$ cat config.mk
export PLATFORM = sky130hd
export DESIGN_NAME = bcd_tick_counter
export DESIGN_NICKNAME = d
export VERILOG_FILES = /design/src/rtl/bcd_pkg.sv /design/src/rtl/bcd_digit.sv /design/src/rtl/bcd_tick_counter.sv
export SDC_FILE = /design/constraint.sdc
export NUM_CORES = 1
export LEC_CHECK = 0
export ABC_AREA = 1
export BUFFER_PORTS_ARGS = -buffer_cell sky130_fd_sc_hd__buf_2
export CAP_MARGIN = 0
export CORE_ASPECT_RATIO = 0.7
export CORE_MARGIN = 2
export CORE_UTILIZATION = 50
export DETAILED_ROUTE_END_ITERATION = 10
export PLACE_DENSITY = 0.79
export REMOVE_ABC_BUFFERS = 1
export SLEW_MARGIN = 0
export SYNTH_ARGS = -nofsm -noshare
export SYNTH_HDL_FRONTEND = slang
export SYNTH_SLANG_ARGS = --single-unit
$ cat constraint.sdc
create_clock -name clk -period 2.72 [get_ports clk]
set_input_delay 0.544 -clock clk [delete_from_list [all_inputs] [get_ports clk]]
set_output_delay 0.544 -clock clk [all_outputs]
set_load 0.005 [all_outputs]
$ cat src/rtl/bcd_pkg.sv
// Shared constants for the BCD tick counter: digit width/limit and run-state encoding.
// Optional load path is enabled with BCD_TICK_COUNTER_LOAD_EN.
package bcd_pkg;

  localparam int         DIGIT_W   = 4;
  localparam logic [3:0] DIGIT_MAX = 4'd9;

  localparam logic STOPPED = 1'b0;
  localparam logic RUNNING = 1'b1;

  // Non-BCD nibbles saturate to 9 so the counter never holds an illegal digit.
  function automatic logic [DIGIT_W-1:0] clamp_digit(input logic [DIGIT_W-1:0] d);
    return (d > DIGIT_MAX) ? DIGIT_MAX : d;
  endfunction

endpackage

$ cat src/rtl/bcd_digit.sv
// One BCD digit stepper: combinational next value and carry/borrow out.
// Chained per digit by bcd_tick_counter; carry means "this digit wrapped".
module bcd_digit
  import bcd_pkg::*;
(
  input  logic [DIGIT_W-1:0] digit,
  input  logic               step,
  input  logic               up,
  output logic [DIGIT_W-1:0] next,
  output logic               carry
);

  always_comb begin
    next  = digit;
    carry = 1'b0;
    if (step) begin
      if (up) begin
        if (digit == DIGIT_MAX) begin
          next  = '0;
          carry = 1'b1;
        end else begin
          next = digit + 4'd1;
        end
      end else begin
        if (digit == '0) begin
          next  = DIGIT_MAX;
          carry = 1'b1;
        end else begin
          next = digit - 4'd1;
        end
      end
    end
  end

endmodule

$ cat src/rtl/bcd_tick_counter.sv
// Multi-digit BCD up/down counter advanced by rising edges of a selected slow enable.
// Define BCD_TICK_COUNTER_LOAD_EN to add the load/load_val parallel-load path.
//
// state   | meaning
// STOPPED | ticks are discarded
// RUNNING | each tick steps the count by one
module bcd_tick_counter
  import bcd_pkg::*;
#(
  parameter int DIGITS = 4
) (
  input  logic                  clk,
  input  logic                  reset,
  input  logic                  slw_clk_1,
  input  logic                  slw_clk_2,
  input  logic                  speed_sel,
  input  logic                  start_stop,
  input  logic                  clear,
  input  logic                  up_dn,
`ifdef BCD_TICK_COUNTER_LOAD_EN
  input  logic                  load,
  input  logic [4*DIGITS-1:0]   load_val,
`endif
  output logic [4*DIGITS-1:0]   count,
  output logic                  running,
  output logic                  wrap
);

  logic                state;
  logic                prev_1;
  logic                prev_2;
  logic                tick;
  logic [DIGITS:0]     step;
  logic [4*DIGITS-1:0] next_count;

  // prev_* track both inputs every cycle so a speed switch cannot fake an edge.
  assign tick    = speed_sel ? (slw_clk_2 & ~prev_2) : (slw_clk_1 & ~prev_1);
  assign step[0] = tick & (state == RUNNING);
  assign running = state;

  for (genvar g = 0; g < DIGITS; g++) begin : g_digit
    bcd_digit u_digit (
      .digit (count[g*DIGIT_W +: DIGIT_W]),
      .step  (step[g]),
      .up    (up_dn),
      .next  (next_count[g*DIGIT_W +: DIGIT_W]),
      .carry (step[g+1])
    );
  end

`ifdef BCD_TICK_COUNTER_LOAD_EN
  logic [4*DIGITS-1:0] load_clamped;

  for (genvar g = 0; g < DIGITS; g++) begin : g_clamp
    assign load_clamped[g*DIGIT_W +: DIGIT_W] = clamp_digit(load_val[g*DIGIT_W +: DIGIT_W]);
  end
`endif

  always_ff @(posedge clk) begin
    if (reset) begin
      count  <= '0;
      wrap   <= 1'b0;
      state  <= STOPPED;
      prev_1 <= slw_clk_1;
      prev_2 <= slw_clk_2;
    end else begin
      prev_1 <= slw_clk_1;
      prev_2 <= slw_clk_2;
      if (start_stop) state <= ~state;
      if (clear) begin
        count <= '0;
        wrap  <= 1'b0;
`ifdef BCD_TICK_COUNTER_LOAD_EN
      end else if (load) begin
        count <= load_clamped;
        wrap  <= 1'b0;
`endif
      end else begin
        // A carry out of the top digit is the roll-over / roll-under event.
        count <= next_count;
        wrap  <= step[DIGITS];
      end
    end
  end

endmodule
Yosys cells after proc, flatten, opt, wreduce, memory -nomap -nowiden:

Cells that the tools add are included.

* flip-flop bits (word level): 20
* input bits: 8
* output and inout bits: 18
* logic and storage cells: 61

* add/sub/neg operators: 8
* equal/unequal tests: 4
* multiplexer cells: 28
* bitwise gates (word level): 7
* reduce and logical (&&, ||, !) cells: 6

Operators with widths (number)
* 2-to-1 mux 4 bit: 12
* adder 4 x 1 -> 4 bit, second input constant: 4
* equality test 4 bit, second input constant: 4
* zero test 4 bit: 4
* 2-to-1 mux 1 bit: 16
* subtractor 4 x 1 -> 4 bit, second input constant: 4
* inverter 1 bit: 4
* bitwise AND 1 bit: 3
* OR reduction 3 bit: 1
* OR reduction 2 bit: 1

Longest topological paths before layout:

Gate-level depths: netlist of the first run.

* word-level depth: 9
* depth in mapped cells: 10
* mapped depth without buffers: 10

Modules after synthesis:

A second synthesis of the first run with hierarchy kept.

* cells, all modules: 250
* area total of the unflattened synthesis: 1526.5 sq um

By module, submodules not included
* bcd_digit: instances 4, cells an instance 46, area each 211.5 sq um, sequential area each 0.0 sq um
* bcd_tick_counter: instances 1, cells an instance 66, area each 680.7 sq um, sequential area each 400.4 sq um

Worst setup path after synthesis of the first run:

No wires, ideal clock.

* kind: input-to-reg
* from: in up_dn
* to: reg count[12]
* library setup time: 0.113 ns
* arrival: 1.370 ns
* data required time: 2.607 ns
* path slack: 1.238 ns
* stages: 9
* path buffers: 1
* cells stage by stage: buf_2 > inv_2 > nand3_1 > nand2_4 > inv_2 > nor2_8 > nand3_1 > nand2_1 > nor2_1

* word-level cells in the longest chain between the ends: 4
* elaborated cells on any way between the ends: 7
* classes of those cells: mux: 7

RTL lines
* from (decl): RTL line bcd_tick_counter.sv:19 `input logic up_dn,`
* 2-to-1 mux 1 bit: RTL line bcd_digit.sv:17 `if (up) begin`
* 2-to-1 mux 1 bit (3 in a row): RTL line bcd_digit.sv:16 `if (step) begin`
* to (signal assigned): RTL line bcd_tick_counter.sv:80 `count <= next_count;`
* to (decl): RTL line bcd_tick_counter.sv:24 `output logic [4*DIGITS-1:0] count,`

Several ways; a longest one is shown, not always the timed one.
A chain may end at the register's enable or synchronous reset.

Worst setup path after layout of the first run:

Same ends and word-level chain as after synthesis.

==> results of run 1 <==
[kinds of logic after synthesis]
family | count (synthesis) | synth area share
flops | 20 | 0.293
xor+xnor | 5 | 0.0321
simple gates | 105 | 0.388
compound gates | 52 | 0.206
buf+inv | 28 | 0.0807
[through the flow]
stage / worst slack, ns / util / instance area, µm² / power, µW / cells
global route: 1.09 / 0.615 / 1560 / 620 / 268
finish: 1.19 / 0.615 / 1560 / 588 / 268
detailed placement: 0.917 / 0.599 / 1520 / 399 / 265
floorplan: 1.31 / - / 1340 / 372 / 205
CTS: 1.20 / 0.615 / 1560 / 596 / 268
global placement: 0.962 / 0.599 / 1520 / 398 / 265
[cells in the mapped netlist (2+ instances only)]
cell / instances
nand3_2: 3
nand2_4: 3
dfxtp_1: 20
inv_1: 18
a21oi_1: 19
nand2_1: 40
nor3_1: 3
nor2_2: 7
nor2_4: 2
o211ai_1: 3
inv_2: 5
o31ai_1: 2
buf_2: 4
o21ai_1: 3
o21ai_0: 21
nor2_1: 29
a31oi_1: 2
nand3_1: 15
xor2_1: 4
[area by class of cell]
cell class	instances	share of cell area
tap	34	0.0273
clock buffer	3	0.0265
sequential	20	0.257
inverter	23	0.0554
multi-input combinational	162	0.549
timing repair buffer	26	0.0851
[routing by layer]
layer | share of wire | GRT usage | vias to the layer above
li1 | - | - | 750
met2 | 0.39 | 0.300 | 40
met4 | 0.016 | 0.0857 | 0
met3 | 0.060 | 0.0612 | 5
met1 | 0.54 | 0.311 | 600
met5 | 0 | 0 | -
[critical path: cells and delay by family]
kind	cells	cell delay, ns
and+or+nand+nor	6	0.59
buffers and inverters	3	0.54
[power groups by stage]
stage,combinational [µW],sequential [µW],clock [µW]
after floorplan,58.8,313,0
after global placement,84.1,313,0
after detailed placement,85.3,314,0
after CTS,85.6,307,203
after global routing,96.4,308,216
final,85.8,307,195
[registers in the layout, indices dropped and copies added, names as in the netlist]
register	flops
count	16
prev_1	1
prev_2	1
running	1
wrap	1
[worst max-delay path by stage]
| stage | start | to | slack (ns) | depth (start not counted) |
|---|---|---|---|---|
| floorplan | slw_clk_2 | count[12]$_SDFFE_PP0P_ | 1.31 | 9 |
| global placement | up_dn | count[12]$_SDFFE_PP0P_ | 0.96 | 9 |
| detailed placement | up_dn | count[12]$_SDFFE_PP0P_ | 0.92 | 9 |
| CTS | up_dn | count[12]$_SDFFE_PP0P_ | 1.20 | 9 |
| global route | up_dn | count[14]$_SDFFE_PP0P_ | 1.09 | 8 |
| finish | up_dn | count[12]$_SDFFE_PP0P_ | 1.19 | 9 |
==> flow_metrics.env, run 1 <==
export IMPL_status="finished, final reports clean"
export IMPL_synth_area_leaders="dfxtp_1, nand2_1, nor2_1, o21ai_0, a21oi_1"
export IMPL_ant_nets=0
export IMPL_viasPerCell=5.21
export IMPL_dr_total_vias=1395
export IMPL_synth_seq_area_share=0.293
export IMPL_totalWireLength_um=2980
export IMPL_ys_types=26
export IMPL_gp_congestion=0.911
export IMPL_timing_rr_start="count[1]$_SDFFE_PP0P_"
export IMPL_p_per_area_nw_per_um2=377
export IMPL_synthToLayoutAreaGrowth_pct=14.1
export IMPL_overflow=0
export IMPL_post_cts_buffers=0
export IMPL_final_cell_mix="nand2_1, nor2_1, buf_2"
export IMPL_hp_start="slw_clk_1"
export IMPL_power_frac_seq=0.522
export IMPL_initial_utilization=0.539
export IMPL_drv_slew=0
export IMPL_leakage_uw=0.000733
export IMPL_avgSynthCellArea_um2=6.50
export IMPL_path_max_fanout=19
export IMPL_drive_above_1_share=0.222
export IMPL_clock_root_buffer="clkbuf_8"
export IMPL_post_route_drc_count=0
export IMPL_whs_endpoint="prev_1$_DFF_P_"
export IMPL_setup_viol=0
export IMPL_clk_pin_slew_worst_paths_ns=0.07
export IMPL_synthFlopType="dfxtp_1"
export IMPL_clk_latency_ns=0.26
export IMPL_grt_pass1_wl_um=5020
export IMPL_grtUsageTotal=0.215
export IMPL_combinationalPowerShare=0.146
export IMPL_peakVddDrop_uv=179
export IMPL_ys_warn_count=0
export IMPL_yosysTopAreaCell="dfxtp_1"
export IMPL_cp_cell_sequence="buf_2 -> inv_2 -> nand3_1 -> nand2_4 -> inv_2 -> nor2_8 -> nand3_1 -> nand2_1 -> nor2_1"
export IMPL_area_sequential_um2=400
export IMPL_multi_input_area_um2=855
export IMPL_num_io_pins=26
export IMPL_hp_class="in2reg"
export IMPL_finalCritPeriodShare=0.562
export IMPL_clock_skew_ns=0.00259
export IMPL_netlist_instances=210
export IMPL_antenna_found_initial=0
export IMPL_die_w_um=66.5
export IMPL_syn_area_um2=1370
export IMPL_r2r_cells=8
export IMPL_core_um2=2530
export IMPL_whs_ns=0.404
export IMPL_fmaxAchievable_ghz=0.654
export IMPL_numCtsBuffers=3
export IMPL_p_int_uw=428
export IMPL_crit_slowest_cell="inv_2"
export IMPL_cap_viol_max_count=0
export IMPL_arrival_ns=1.69
export IMPL_cts_sinks=20
export IMPL_hpwl_um=2180
export IMPL_cts_tree="done"
export IMPL_grt_max_degree=20
export IMPL_clockBufferDepth=2
export IMPL_placementRows=15
export IMPL_end_kind="flop"
export IMPL_hold_path_depth=1
export IMPL_first_iter_violations=120
export IMPL_final_common_cell="nand2_1"
export IMPL_synth_top_cell_area_share=0.293
export IMPL_cpPeakStageDelay_ns=0.26
export IMPL_dieArea_um2=3170
export IMPL_swShare=0.272
export IMPL_tns_ns=0
export IMPL_power_frac_clock=0.332
export IMPL_path_class="in2reg"
export IMPL_dr_pass1_iters=4
export IMPL_async_reset_ff_frac=0
export IMPL_r2r_end="count[6]$_SDFFE_PP0P_"
export IMPL_reg2reg_slack_ns=1.33
export IMPL_rsz0062_at_grt="false"
export IMPL_max_slew_margin=0.753
export IMPL_finalNetCount=244
export IMPL_cts_resized=0
export IMPL_cp_required_ns=2.88
export IMPL_n_fill_cell=249
export IMPL_htreeDepth=1
export IMPL_cp_start_kind="primary input"
export IMPL_ys_seq_elements=20
export IMPL_period_needed_ns=1.53
export IMPL_antennaDiodeCount=0
export IMPL_switchingPower_uw=160
export IMPL_wl_per_cell_um=11.1
export IMPL_grt_pass1_vias=1113
export IMPL_portBuffers=25
export IMPL_synth_edf_count=0
export IMPL_ctsHoldBuffers=0
export IMPL_worst_pin_slew_ns=0.371
export IMPL_hold_viol=0
export IMPL_die_h_um=47.7
(Power assumes the default switching activity.)
==> inputs of run 2 (changes only) <==
==> constraint.sdc (replaced) <==
create_clock -name clk -period 1.55 [get_ports clk]
set_input_delay 0.31 -clock clk [delete_from_list [all_inputs] [get_ports clk]]
set_output_delay 0.31 -clock clk [all_outputs]
set_load 0.005 [all_outputs]
==> flow_metrics.env, run 2 (same netlist as run 1, synthesis figures left out) <==
export IMPL_hp_class="in2reg"
export IMPL_cap_viol_max_count=0
export IMPL_synthToLayoutAreaGrowth_pct=17.9
export IMPL_largest_reg_flops=16
export IMPL_grt_pass1_vias=1188
export IMPL_max_slew_margin=0.778
export IMPL_cp_cell_sequence="nor2_1 -> nand3_2 -> nand2_4 -> nand2_4 -> nor2_8 -> nand3_1 -> nand2_1 -> nor2_1"
export IMPL_switchingPower_uw=297
export IMPL_die_h_um=47.7
export IMPL_path_class="reg2reg"
export IMPL_worst_pin_slew_ns=0.333
export IMPL_post_cts_buffers=0
export IMPL_cp_required_ns=1.71
export IMPL_crit_buf_inv=0
export IMPL_core_um2=2530
export IMPL_setup_viol=0
export IMPL_combinationalPowerShare=0.143
export IMPL_status="finished, final reports clean"
export IMPL_antennaDiodeCount=0
export IMPL_power_total_uw=1110
export IMPL_totalWireLength_um=3180
export IMPL_post_route_drc_count=0
export IMPL_dpl_cell_area_um2=1550
export IMPL_ctsHoldBuffers=0
export IMPL_clock_root_buffer="clkbuf_8"
export IMPL_rsz0062_at_grt="false"
export IMPL_power_frac_clock=0.371
export IMPL_cts_sinks=20
export IMPL_clock_skew_ns=0.00594
export IMPL_p_int_uw=809
export IMPL_dr_pass1_iters=4
export IMPL_clk_pin_slew_worst_paths_ns=0.08
export IMPL_die_w_um=66.5
export IMPL_end_kind="flop"
export IMPL_placementRows=15
export IMPL_finish_instance_area_um2=1610
export IMPL_peakVddDrop_uv=462
export IMPL_grtUsageTotal=0.218
export IMPL_grt_pass1_wl_um=5190
export IMPL_portBuffers=25
export IMPL_num_io_pins=26
export IMPL_hpwl_um=2310
export IMPL_ant_nets=0
export IMPL_cts_resized=0
export IMPL_numCtsBuffers=3
export IMPL_viasPerCell=5.38
export IMPL_swShare=0.269
export IMPL_grt_max_degree=16
export IMPL_arrival_ns=1.57
export IMPL_initial_utilization=0.539
export IMPL_n_fill_cell=257
export IMPL_path_max_fanout=6
export IMPL_dr_total_vias=1474
export IMPL_tns_ns=0
export IMPL_whs_ns=0.157
export IMPL_drive_above_1_share=0.242
export IMPL_dieArea_um2=3170
export IMPL_crit_slowest_cell="dfxtp_1"
export IMPL_cts_tree="done"
export IMPL_p_per_area_nw_per_um2=688
export IMPL_overflow=0
export IMPL_power_frac_seq=0.486
export IMPL_cp_start_kind="flop"
export IMPL_wl_per_cell_um=11.6
export IMPL_cpPeakStageDelay_ns=0.38
export IMPL_top_register="count"
export IMPL_period_needed_ns=1.41
export IMPL_finalNetCount=249
export IMPL_clk_latency_ns=0.26
export IMPL_final_cell_mix="nand2_1, nor2_1, buf_2"
export IMPL_fmaxAchievable_ghz=0.709
export IMPL_leakage_uw=0.000765
export IMPL_first_iter_violations=157
export IMPL_htreeDepth=1
export IMPL_critical_path_top_delay_family="simple AND/OR/NAND/NOR gates"
export IMPL_antenna_found_initial=0
export IMPL_drv_slew=0
export IMPL_finalCritPeriodShare=0.910
export IMPL_gp_congestion=0.874
export IMPL_final_common_cell="nand2_1"
export IMPL_hold_viol=0
export IMPL_clockBufferDepth=2
==> run 2: cell types whose count changed in the layout (fill, tap and decap cells not counted), sizes merged <==
cell and delta:
buf +5, clkbuf +1
==> run 2: final timing paths <==
path / startpoint / endpoint / slack (ns) / depth (start not counted)
min reg2reg: count[13]$_SDFFE_PP0P_ / count[13]$_SDFFE_PP0P_ / 0.55 / 2
min: slw_clk_2 / prev_2$_DFF_P_ / 0.16 / 1
max reg2reg: count[3]$_SDFFE_PP0P_ / count[12]$_SDFFE_PP0P_ / 0.14 / 8
max: count[3]$_SDFFE_PP0P_ / count[12]$_SDFFE_PP0P_ / 0.14 / 8
==> run 2: metrics by stage <==
step	std cells	utilization	worst slack [ns]
5_1_grt	274	0.635	0.0218
2_1_floorplan	205	-	0.306
3_5_place_dp	270	0.613	0.143
3_3_place_gp	270	0.613	0.171
6_report	274	0.635	0.139
4_1_cts	274	0.635	0.160
==> run 2: layout make-up <==
type                            instances  area [µm²]  share of cell area
Clock buffer                            4        55.1              0.0342
Inverter                               23        86.3              0.0537
Multi-Input combinational cell        162         855               0.531
Sequential cell                        20         400               0.249
Tap cell                               34        42.5              0.0264
Timing Repair Buffer                   31         170               0.106
==> run 2: routing by layer <==
metal	global-route usage	part of all wire	up-vias
met3	0.0635	0.092	2
li1	-	-	760
met4	0.0408	0.0041	0
met5	0	0	-
met2	0.354	0.42	62
met1	0.296	0.48	650
==> run 2: power groups by stage <==
stage	Clock, µW	Combinational (µW)	Sequential [µW]
after global placement	0	154	549
final	410	159	538
after detailed placement	0	157	550
after CTS	417	158	537
after global routing	432	177	540
after floorplan	0	103	549
==> inputs of run 3 (changes only) <==
--- a/config.mk
+++ b/config.mk
@@ -6,13 +6,13 @@
 export NUM_CORES = 1
 export LEC_CHECK = 0
 export ABC_AREA = 1
-export BUFFER_PORTS_ARGS = -buffer_cell sky130_fd_sc_hd__buf_2
 export CAP_MARGIN = 0
 export CORE_ASPECT_RATIO = 0.7
 export CORE_MARGIN = 2
 export CORE_UTILIZATION = 50
 export DETAILED_ROUTE_END_ITERATION = 10
-export PLACE_DENSITY = 0.79
+export DONT_BUFFER_PORTS = 1
+export PLACE_DENSITY = 0.71
 export REMOVE_ABC_BUFFERS = 1
 export SLEW_MARGIN = 0
 export SYNTH_ARGS = -nofsm -noshare
==> flow_metrics.env, run 3 (same netlist as run 1, synthesis figures left out) <==
export IMPL_max_slew_margin=0.767
export IMPL_finish_utilization=0.576
export IMPL_ant_nets=0
export IMPL_overflow=0
export IMPL_path_class="reg2reg"
export IMPL_post_route_drc_count=0
export IMPL_dr_pass1_iters=4
export IMPL_area_sequential_um2=403
export IMPL_clock_skew_ns=0.00611
export IMPL_cap_viol_max_count=0
export IMPL_grt_pass1_vias=1166
export IMPL_peakVddDrop_uv=371
export IMPL_worst_pin_slew_ns=0.349
export IMPL_status="finished, final reports clean"
export IMPL_wl_per_cell_um=12.5
export IMPL_pre_cts_ws_ns=0.129
export IMPL_final_cell_mix="nand2_1, nor2_1, o21ai_0"
export IMPL_rsz0062_at_grt="false"
export IMPL_final_common_cell="nand2_1"
export IMPL_placed_cells=241
export IMPL_largest_reg_flops=16
export IMPL_timing_rr_start="count[7]$_SDFFE_PP0P_"
export IMPL_fmaxAchievable_ghz=0.712
export IMPL_num_io_pins=26
export IMPL_grt_pass1_wl_um=5180
export IMPL_numCtsBuffers=3
export IMPL_multi_input_area_um2=857
export IMPL_path_max_fanout=6
export IMPL_finalNetCount=220
export IMPL_drv_slew=0
export IMPL_power_total_uw=1070
export IMPL_cts_sinks=20
export IMPL_portBuffers=0
export IMPL_cp_start_kind="flop"
export IMPL_setup_viol=0
export IMPL_initial_utilization=0.539
export IMPL_die_w_um=66.5
export IMPL_top_register="count"
export IMPL_period_needed_ns=1.40
export IMPL_hp_start="slw_clk_2"
export IMPL_viasPerCell=5.47
export IMPL_drive_above_1_share=0.152
export IMPL_die_h_um=47.7
export IMPL_cp_required_ns=1.71
export IMPL_dieArea_um2=3170
export IMPL_first_iter_violations=103
export IMPL_ctsHoldBuffers=0
export IMPL_p_per_area_nw_per_um2=735
export IMPL_clock_root_buffer="clkbuf_8"
export IMPL_clockBufferDepth=2
export IMPL_hpwl_um=2220
export IMPL_leakage_uw=0.000621
export IMPL_totalWireLength_um=3050
export IMPL_n_fill_cell=255
export IMPL_finalCritPeriodShare=0.906
export IMPL_placementRows=15
export IMPL_clk_pin_slew_worst_paths_ns=0.08
export IMPL_arrival_ns=1.57
export IMPL_antennaDiodeCount=0
export IMPL_synthToLayoutAreaGrowth_pct=6.87
export IMPL_hold_viol=0
export IMPL_layout_setup_ws_ns=0.146
export IMPL_grt_max_degree=20
export IMPL_final_cells=245
export IMPL_gp_congestion=0.901
export IMPL_hp_class="in2reg"
export IMPL_tns_ns=0
export IMPL_grtUsageTotal=0.215
export IMPL_core_um2=2530
export IMPL_end_kind="flop"
export IMPL_cts_tree="done"
export IMPL_antenna_found_initial=0
export IMPL_htreeDepth=1
export IMPL_worstSetupStartpoint="count[7]$_SDFFE_PP0P_"
export IMPL_clk_latency_ns=0.26
export IMPL_dr_total_vias=1339
==> run 3: cell types whose count changed in the layout (fill, tap and decap cells not counted), sizes merged <==
cell / delta
buf: -29
==> run 3: layout make-up <==
type	instances	share of cell area
multi-input combinational	162	0.587
sequential	20	0.276
inverter	23	0.0592
clock buffer	4	0.0377
tap	34	0.0292
timing repair buffer	2	0.0103
==> run 3: stage by stage <==
stage,area (µm²),hold slack [ns]
after floorplan,1340,0.338
after global placement,1400,0.338
after detailed placement,1400,0.338
after CTS,1450,0.0646
after global routing,1460,0.0565
final,1460,0.0726
==> run 3: worst max-delay path, stage by stage (launching register included) <==
cell     delay [ns]
dfxtp_1        0.43
inv_1          0.16
nor2_4         0.15
nand3_2        0.09
nand2_4        0.10
inv_2          0.06
nor2_8         0.14
nand3_1        0.08
nand2_1        0.07
nor2_1         0.04
==> run 3: per-layer routing <==
| layer | routed length, µm | track usage | vias up |
|---|---|---|---|
| li1 | - | - | 693 |
| met1 | 1430 | 0.297 | 592 |
| met2 | 1360 | 0.348 | 51 |
| met3 | 254 | 0.0565 | 3 |
| met4 | 8 | 0.0367 | 0 |
| met5 | 0 | 0 | - |
==> run 3: repair_timing <==
item,CTS,global route
gates resized for setup,0,3
setup buffers,0,0
endpoints found under the setup margin,0,2
==> run 3: final timing paths <==
kind	to	slack, ns	cells after the start
max	count[12]$_SDFFE_PP0P_	0.15	9
min	prev_2$_DFF_P_	0.07	0
max reg2reg	count[12]$_SDFFE_PP0P_	0.15	9
min reg2reg	count[8]$_SDFFE_PP0P_	0.54	2
==> run 3: power by group <==
group	internal, µW	total [µW]	switching, µW	leakage, µW
registers	525	540	14.8	0.000163
logic	43.1	127	84.2	0.000429
clock network	226	406	179	0.0000288
